File: src/rtl/flappy_pkg.sv
// Shared definitions for the Flappy Bird matrix: game states, frame period
// and matrix geometry used by the bird cells, pipe shifter and game controller.
package flappy_pkg;

    typedef enum logic [1:0] {
        IDLE,
        PLAY,
        CRASH,
        OVER
    } game_state_t;

    localparam int unsigned TICK_PERIOD_DEFAULT = 1792;
    localparam int unsigned MATRIX_W            = 8;

endpackage

File: src/rtl/frame_tick.sv
// Modulo-PERIOD free-running counter with synchronous clear; tick is high for
// the one cycle the counter sits at PERIOD-1, and the counter wraps on that cycle.
module frame_tick
    import flappy_pkg::*;
#(
    parameter int unsigned PERIOD = TICK_PERIOD_DEFAULT
) (
    input  logic clock,
    input  logic reset,
    input  logic clear,
    output logic tick
);

    localparam int unsigned CW = (PERIOD > 1) ? $clog2(PERIOD) : 1;

    logic [CW-1:0] count;

    assign tick = (count == CW'(PERIOD - 1));

    always_ff @(posedge clock) begin
        if (reset || clear || tick) begin
            count <= '0;
        end else begin
            count <= count + CW'(1);
        end
    end

endmodule

File: src/rtl/bird_collision_ctrl.sv
// Game-state and collision controller: detects bird/pipe or ground hits, holds
// lossDetect for FLASH_TICKS frames, sequences start/over and keeps the score.
module bird_collision_ctrl
    import flappy_pkg::*;
#(
    parameter int unsigned TICK_PERIOD = TICK_PERIOD_DEFAULT,
    parameter int unsigned FLASH_TICKS = 6,
    parameter int unsigned SCORE_MAX   = 99
) (
    input  logic                clock,
    input  logic                reset,
    input  logic                KEY0,
    input  logic                groundOut,
    input  logic [MATRIX_W-1:0] birdCol,
    input  logic [MATRIX_W-1:0] pipeCol,
    input  logic                pipePass,
    output logic                lossDetect,
    output logic                playing,
    output logic                gameOver,
    output logic [6:0]          score
);

    localparam int unsigned FW = $clog2(FLASH_TICKS + 1);

    game_state_t   state, state_next;
    logic          key_prev;
    logic          press;
    logic          collision;
    logic          tick;
    logic          frame_clear;
    logic [FW-1:0] flash;
    logic          loss_d, playing_d, over_d;

    assign press       = key_prev & ~KEY0;
    assign collision   = groundOut | (|(birdCol & pipeCol));
    assign frame_clear = (state == IDLE) && press;

    frame_tick #(
        .PERIOD(TICK_PERIOD)
    ) u_frame_tick (
        .clock(clock),
        .reset(reset),
        .clear(frame_clear),
        .tick (tick)
    );

    // State and outputs share one register stage so outputs follow state_next
    always_ff @(posedge clock) begin
        if (reset) begin
            state      <= IDLE;
            lossDetect <= 1'b0;
            playing    <= 1'b0;
            gameOver   <= 1'b0;
        end else begin
            state      <= state_next;
            lossDetect <= loss_d;
            playing    <= playing_d;
            gameOver   <= over_d;
        end
    end

    always_comb begin
        state_next = state;
        case (state)
            IDLE:    if (press) state_next = PLAY;
            PLAY:    if (collision) state_next = CRASH;
            CRASH:   if (tick && flash == FW'(1)) state_next = OVER;
            OVER:    if (press) state_next = IDLE;
            default: state_next = IDLE;
        endcase
    end

    always_comb begin
        loss_d    = (state_next == CRASH);
        playing_d = (state_next == PLAY);
        over_d    = (state_next == OVER);
    end

    always_ff @(posedge clock) begin
        if (reset) begin
            key_prev <= 1'b1;
            flash    <= '0;
            score    <= '0;
        end else begin
            key_prev <= KEY0;

            if (state == PLAY && collision) begin
                flash <= FW'(FLASH_TICKS);
            end else if (state == CRASH && tick) begin
                flash <= flash - FW'(1);
            end

            // Score reads 0 throughout IDLE, including the edge leaving OVER
            if (state == IDLE || (state == OVER && press)) begin
                score <= '0;
            end else if (state == PLAY && pipePass && !collision &&
                         score < 7'(SCORE_MAX)) begin
                score <= score + 7'(1);
            end
        end
    end

endmodule

File: config.mk
export PLATFORM = sky130hd
export DESIGN_NAME = bird_collision_ctrl
export DESIGN_NICKNAME = d
export VERILOG_FILES = /design/src/rtl/flappy_pkg.sv /design/src/rtl/frame_tick.sv /design/src/rtl/bird_collision_ctrl.sv
export SDC_FILE = /design/constraint.sdc
export NUM_CORES = 1
export LEC_CHECK = 0
export CORE_UTILIZATION = 40
export DETAILED_ROUTE_END_ITERATION = 10
export PLACE_DENSITY = 0.76
export SLEW_MARGIN = 20
export SYNTH_ARGS = -nofsm -noshare
export SYNTH_HDL_FRONTEND = slang
export SYNTH_HIERARCHICAL = 1
export SYNTH_SLANG_ARGS = --single-unit
File: constraint.sdc
create_clock -name clock -period 3.9 [get_ports clock]
set_input_delay 0.585 -clock clock [delete_from_list [all_inputs] [get_ports clock]]
set_output_delay 0.585 -clock clock [all_outputs]
set_load 0.02 [all_outputs]
Word level (Yosys, flattened, before mapping)
Index checks and enable logic that the tools add are counted.
{"block": "word_totals", "ff_bits": 27, "wordCells": 49}
{"block": "op_classes", "add_sub_neg": 3, "order_cmp": 1, "eq_ne": 8, "muxes": 7, "bitwise": 4, "n_reduce_logical": 17}
{"operator": "$add 11x1->11 const B", "n": 1}
{"operator": "$eq 11x11->1 const B", "n": 1}
{"operator": "$and 8x8->8", "n": 1}
{"operator": "$eq 2x2->1 const B", "n": 4}
{"operator": "$logic_and 1x1->1", "n": 8}
{"operator": "$mux 2", "n": 4}
{"operator": "$pmux 2 s4", "n": 1}
{"operator": "$reduce_or 8->1", "n": 1}
{"operator": "$add 7x1->7 const B", "n": 1}
{"operator": "$lt 7x7->1 const B", "n": 1}
{"operator": "$mux 3", "n": 2}
{"operator": "$eq 2x1->1 const B", "n": 2}
{"operator": "$reduce_or 2->1", "n": 2}
{"operator": "$eq 3x1->1 const B", "n": 1}
{"operator": "$logic_or 1x1->1", "n": 3}
{"operator": "$sub 3x1->3 const B", "n": 1}
{"operator": "$logic_not 2->1", "n": 1}
{"operator": "$reduce_bool 2->1", "n": 1}
{"operator": "$and 1x1->1", "n": 1}
{"operator": "$logic_not 1->1", "n": 1}
{"operator": "$not 1->1", "n": 1}
{"operator": "$or 1x1->1", "n": 1}

Longest topological paths before layout
{"block": "depth", "depth_word": 6, "depth_mapped": 7, "ltp_nobuf": 7}

Cells and area by module
Netlist, hierarchy kept.
{"module": "bird_collision_ctrl", "n_inst": 1, "cells_per_inst": 102, "area_each_um2": 897.1, "seq_area_each_um2": 320.3}
{"module": "frame_tick", "n_inst": 1, "cells_per_inst": 58, "area_each_um2": 544.3, "seq_area_each_um2": 220.2}

Least setup slack after synthesis
No wires, ideal clock.
{"block": "synth_path", "path_kind": "register -> register", "start": "register u_frame_tick.count[0]", "end": "register flash[0]", "arrival_time_ps": 1613, "t_required_ps": 3784, "slack_ps": 2171, "stages_incl_launch_ff": 7, "period_less_slack_ps": 1729, "cell_sequence": "dfxtp_1 > ha_1 > nand4_1 > nor4_4 > nand3b_1 > xnor2_1 > and3b_1"}
{"block": "synth_via", "elab_chain_len": 2}
{"item": "start, declared", "line": "frame_tick.sv:16", "rtl": "logic [CW-1:0] count;"}
{"item": "start signal, assigned", "line": "frame_tick.sv:24", "rtl": "count <= count + CW'(1);"}
{"item": "$eq 11x11->1", "line": "frame_tick.sv:18", "rtl": "assign tick = (count == CW'(PERIOD - 1));"}
{"item": "named net tick", "line": "bird_collision_ctrl.sv:29", "rtl": "logic tick;"}
{"item": "$logic_and 1x1->1", "line": "bird_collision_ctrl.sv:89", "rtl": "end else if (state == CRASH && tick) begin"}
{"item": "end signal, assigned", "line": "bird_collision_ctrl.sv:88", "rtl": "flash <= FW'(FLASH_TICKS);"}
{"item": "end signal, assigned", "line": "bird_collision_ctrl.sv:90", "rtl": "flash <= flash - FW'(1);"}
{"item": "end, declared", "line": "bird_collision_ctrl.sv:31", "rtl": "logic [FW-1:0] flash;"}
The timed path passes the listed nets, and every way through them passes these cells.
A chain may end at the register's enable or synchronous reset.

Worst setup path in the final report
{"block": "layout_path", "start": "register u_frame_tick.count[0]", "end": "register state[0]"}
{"block": "layout_via", "elab_chain_len": 4}
{"item": "$eq 11x11->1", "line": "frame_tick.sv:18"}
{"item": "named net tick", "line": "bird_collision_ctrl.sv:29"}
{"item": "$logic_and 1x1->1", "line": "bird_collision_ctrl.sv:67", "rtl": "CRASH: if (tick && flash == FW'(1)) state_next = OVER;"}
{"item": "$mux 2", "line": "bird_collision_ctrl.sv:67"}
{"item": "$pmux 2 s4", "line": "bird_collision_ctrl.sv:64", "rtl": "case (state)"}
{"item": "end signal, assigned", "line": "bird_collision_ctrl.sv:55", "rtl": "state <= state_next;"}
{"item": "end, declared", "line": "bird_collision_ctrl.sv:25", "rtl": "game_state_t state, state_next;"}
The timed path passes the listed nets, and every way through them passes these cells.

==> impl_metrics.csv <==
group,metric,value,unit
logic_synthesis,synthArstFlopShare,0,%
critical_path,worstSetupEndpointType,"flip-flop",
logic_synthesis,synth.most_common_cell,"dfxtp_1",
power_and_ir_drop,sequentialPowerShare,60.5,%
layout,fin_area,1810,um^2
cts,htreeDepth,1,
critical_path,critical_path.startpoint_type,"flip-flop",
place,placed_area,1780,um^2
power_and_ir_drop,internal_power,0.364,mW
timing,setup_viol,0,
cts,post_cts_buffers,0,
floorplan,core_area,3390,um^2
power_and_ir_drop,comb_power_share,15.3,%
power_and_ir_drop,pwr-share-clk,24.2,%
cts,insertion_delay,320,ps
power_and_ir_drop,p_switching,0.130,mW
run,cap_violations,0,
logic_synthesis,syn-num-nets,185,
floorplan,pin_count,31,
critical_path,critical_path_class,"reg -> reg",
logic_synthesis,avgSynthCellArea,9.01,um^2
place,port_buffers,30,
layout,n_antenna_cell,0,
critical_path,slowest_delay,440,ps
detailed_routing,drtIter0Drc,100,
critical_path,critical_path_arrival,2320,ps
logic_synthesis,synth.largest_area_cell,"dfxtp_1",
layout,utilization,53.3,%
timing,rsz0062_at_grt,"no",
timing,worstMarginPinSlew,513,ps
logic_synthesis,yosysUniqueCellTypes,46,
layout,drive_gt1_share,6.88,%
power_and_ir_drop,powerDensity,274,nW/um^2
global_route,grt_pass1_wl,5510,um
power_and_ir_drop,switching_share,26.4,%
critical_path,worstPathRequired,4140,ps
layout,fillerInstances,292,
logic_synthesis,synthFlopType,"dfxtp_1",
timing,final.setup_skew,2.08,ps
floorplan,die_w,62.0,um
layout,finalNetCount,215,
floorplan,start_util,42.5,%
floorplan,dieArea,3850,um^2
place,gp_congestion,0.797,
critical_path,slowest_stage,"nor4_4",
timing,drv_slew,0,
cts,cts_resized,0,
floorplan,die_h,62.0,um
timing,layout_setup_ws,1820,ps
timing,period_needed,2080,ps
cts,hold_buffers,0,
timing,finalHoldViolCount,0,
logic_synthesis,yosysTopAreaCellShare,37.5,%
cts,cts_tree,"yes",
cts,cts_buffer_depth,2,
power_and_ir_drop,leakage,0.619,nW
timing,slew_headroom,65.5,%
detailed_routing,final_antenna_net_count,0,
worst_hold_path,hp-class,"reg -> reg",
place,dp.cells,231,
place,hpwlAfterDp,2470,um
detailed_routing,wl_per_cell,13.7,um
floorplan,rows,21,
power_and_ir_drop,ir_worst_vdd,181,uV
place,pre_cts_ws,1690,ps
global_route,antenna_found_initial,0,
critical_path,path_max_fanout,9,
global_route,grt_pass1_vias,1324,
timing,timing.setup.tns,0,ps
cts,cts_buffers,3,
critical_path,critPathBufInv,0,
logic_synthesis,syn_area,1440,um^2
detailed_routing,dr.pass1.iters,4,
detailed_routing,vias,1332,
cts,clock-sinks,27,
logic_synthesis,synthCells,160,
global_route,grt.total_usage,18.9,%
global_route,grt_max_degree,16,
timing,period_share,53.3,%
critical_path,critical_path.top_delay_family,"simple AND/OR/NAND/NOR gates",
detailed_routing,drc,0,
detailed_routing,vias_per_cell,5.67,
logic_synthesis,synthTopCellsByArea,"dfxtp_1, nand2_1, a21oi_1",
global_route,overflow,0,
timing,fmax,481,MHz
logic_synthesis,ys_ff_latch,27,
logic_synthesis,seq_area_frac_synth,37.5,%
critical_path,crit_chain,"ha_1, nand4_1, nor4_4, nand2_1, nor3_1, a21oi_1, a211oi_1",
detailed_routing,wirelength,3210,um
logic_synthesis,synth_edf_count,0,
cts,root_buffer,"clkbuf_4",
layout,instances_no_fill,235,
run_status,outcome,"complete, no violations",
logic_synthesis,synth_common_cells,"dfxtp_1, nand2_1, a21oi_1, nor3_1, nand4_1",
cts,path_clk_slew,140,ps
layout,areaGrowthSynthToFinish,25.3,%
logic_synthesis,yosys_warnings,6,
==> kinds of logic (layout without fill, tap and decap cells) <==
kind of cell,count (synthesis),in the layout,share of synthesized area (%)
AO/OA/AOI/OAI,38,38,18.8
XOR/XNOR,5,5,3.04
adder cells (fa/ha/maj),4,4,3.47
buffers and inverters,9,38,2.43
flip-flops,27,27,37.5
multiplexers,5,5,3.47
AND/OR/NAND/NOR,72,72,31.3
==> flip-flops by register name, summed over array words and instances (netlist names) <==
signal,count
flash,3
gameOver,1
playing,1
score,7
state,2
lossDetect,1
u_frame_tick/count,11
key_prev,1
==> area by class of cell <==
cell class	instances	area [um^2]	share of cell area [%]
Tap cell	46	57.6	3.19
Inverter	4	15.0	0.831
Multi-Input combinational cell	124	866	47.9
Timing Repair Buffer	30	300	16.6
Clock buffer	3	22.5	1.25
Clock inverter	1	5.00	0.277
Sequential cell	27	541	29.9
==> power groups by stage <==
stage,combinational (mW),clock (mW),sequential (mW)
2_1_floorplan,0.0454,0,0.300
3_3_place_gp,0.0729,0,0.304
3_5_place_dp,0.0755,0,0.305
4_1_cts,0.0759,0.125,0.299
5_1_grt,0.0846,0.138,0.301
6_report,0.0757,0.120,0.299
==> layer usage <==
metal  wire length, um  track usage [%]  vias up
met5                 0                0        -
met4                42             10.5        0
met3               111             3.73        4
met2              1610             32.2       28
met1              1450             22.3      631
li1                  -                -      669
==> per-stage QoR <==
step | power (mW) | hold slack (ps)
after floorplan | 0.346 | 457
after global placement | 0.377 | 470
after detailed placement | 0.381 | 487
after CTS | 0.500 | 513
after global routing | 0.524 | 525
final | 0.495 | 507
==> placed cells by master, fill, tap and decap left out, drive strengths merged, types with 3 or more instances in the layout <==
cell and count:
xor2 3, a211oi 3, or2 3, nor3 10, o211ai 3, nand3 5
inv 4, nor2 5, nand4 8, clkbuf 3, o21ai 7, or4 3
a21oi 10, or3 5, and4b 4, mux2i 5, o31ai 3, ha 4
clkdlybuf4s50 30, dfxtp 27, nand2 15
==> worst paths after layout <==
path,from,endpoint,slack [ps],cells past startpoint
hold reg to reg,u_frame_tick/count[0],u_frame_tick/count[0],510,1
setup reg to reg,u_frame_tick/count[0],state[0],1820,7
setup / recovery,u_frame_tick/count[0],state[0],1820,7
hold / removal,u_frame_tick/count[0],u_frame_tick/count[0],510,1
Note: power is estimated with default switching activity, not from simulation.
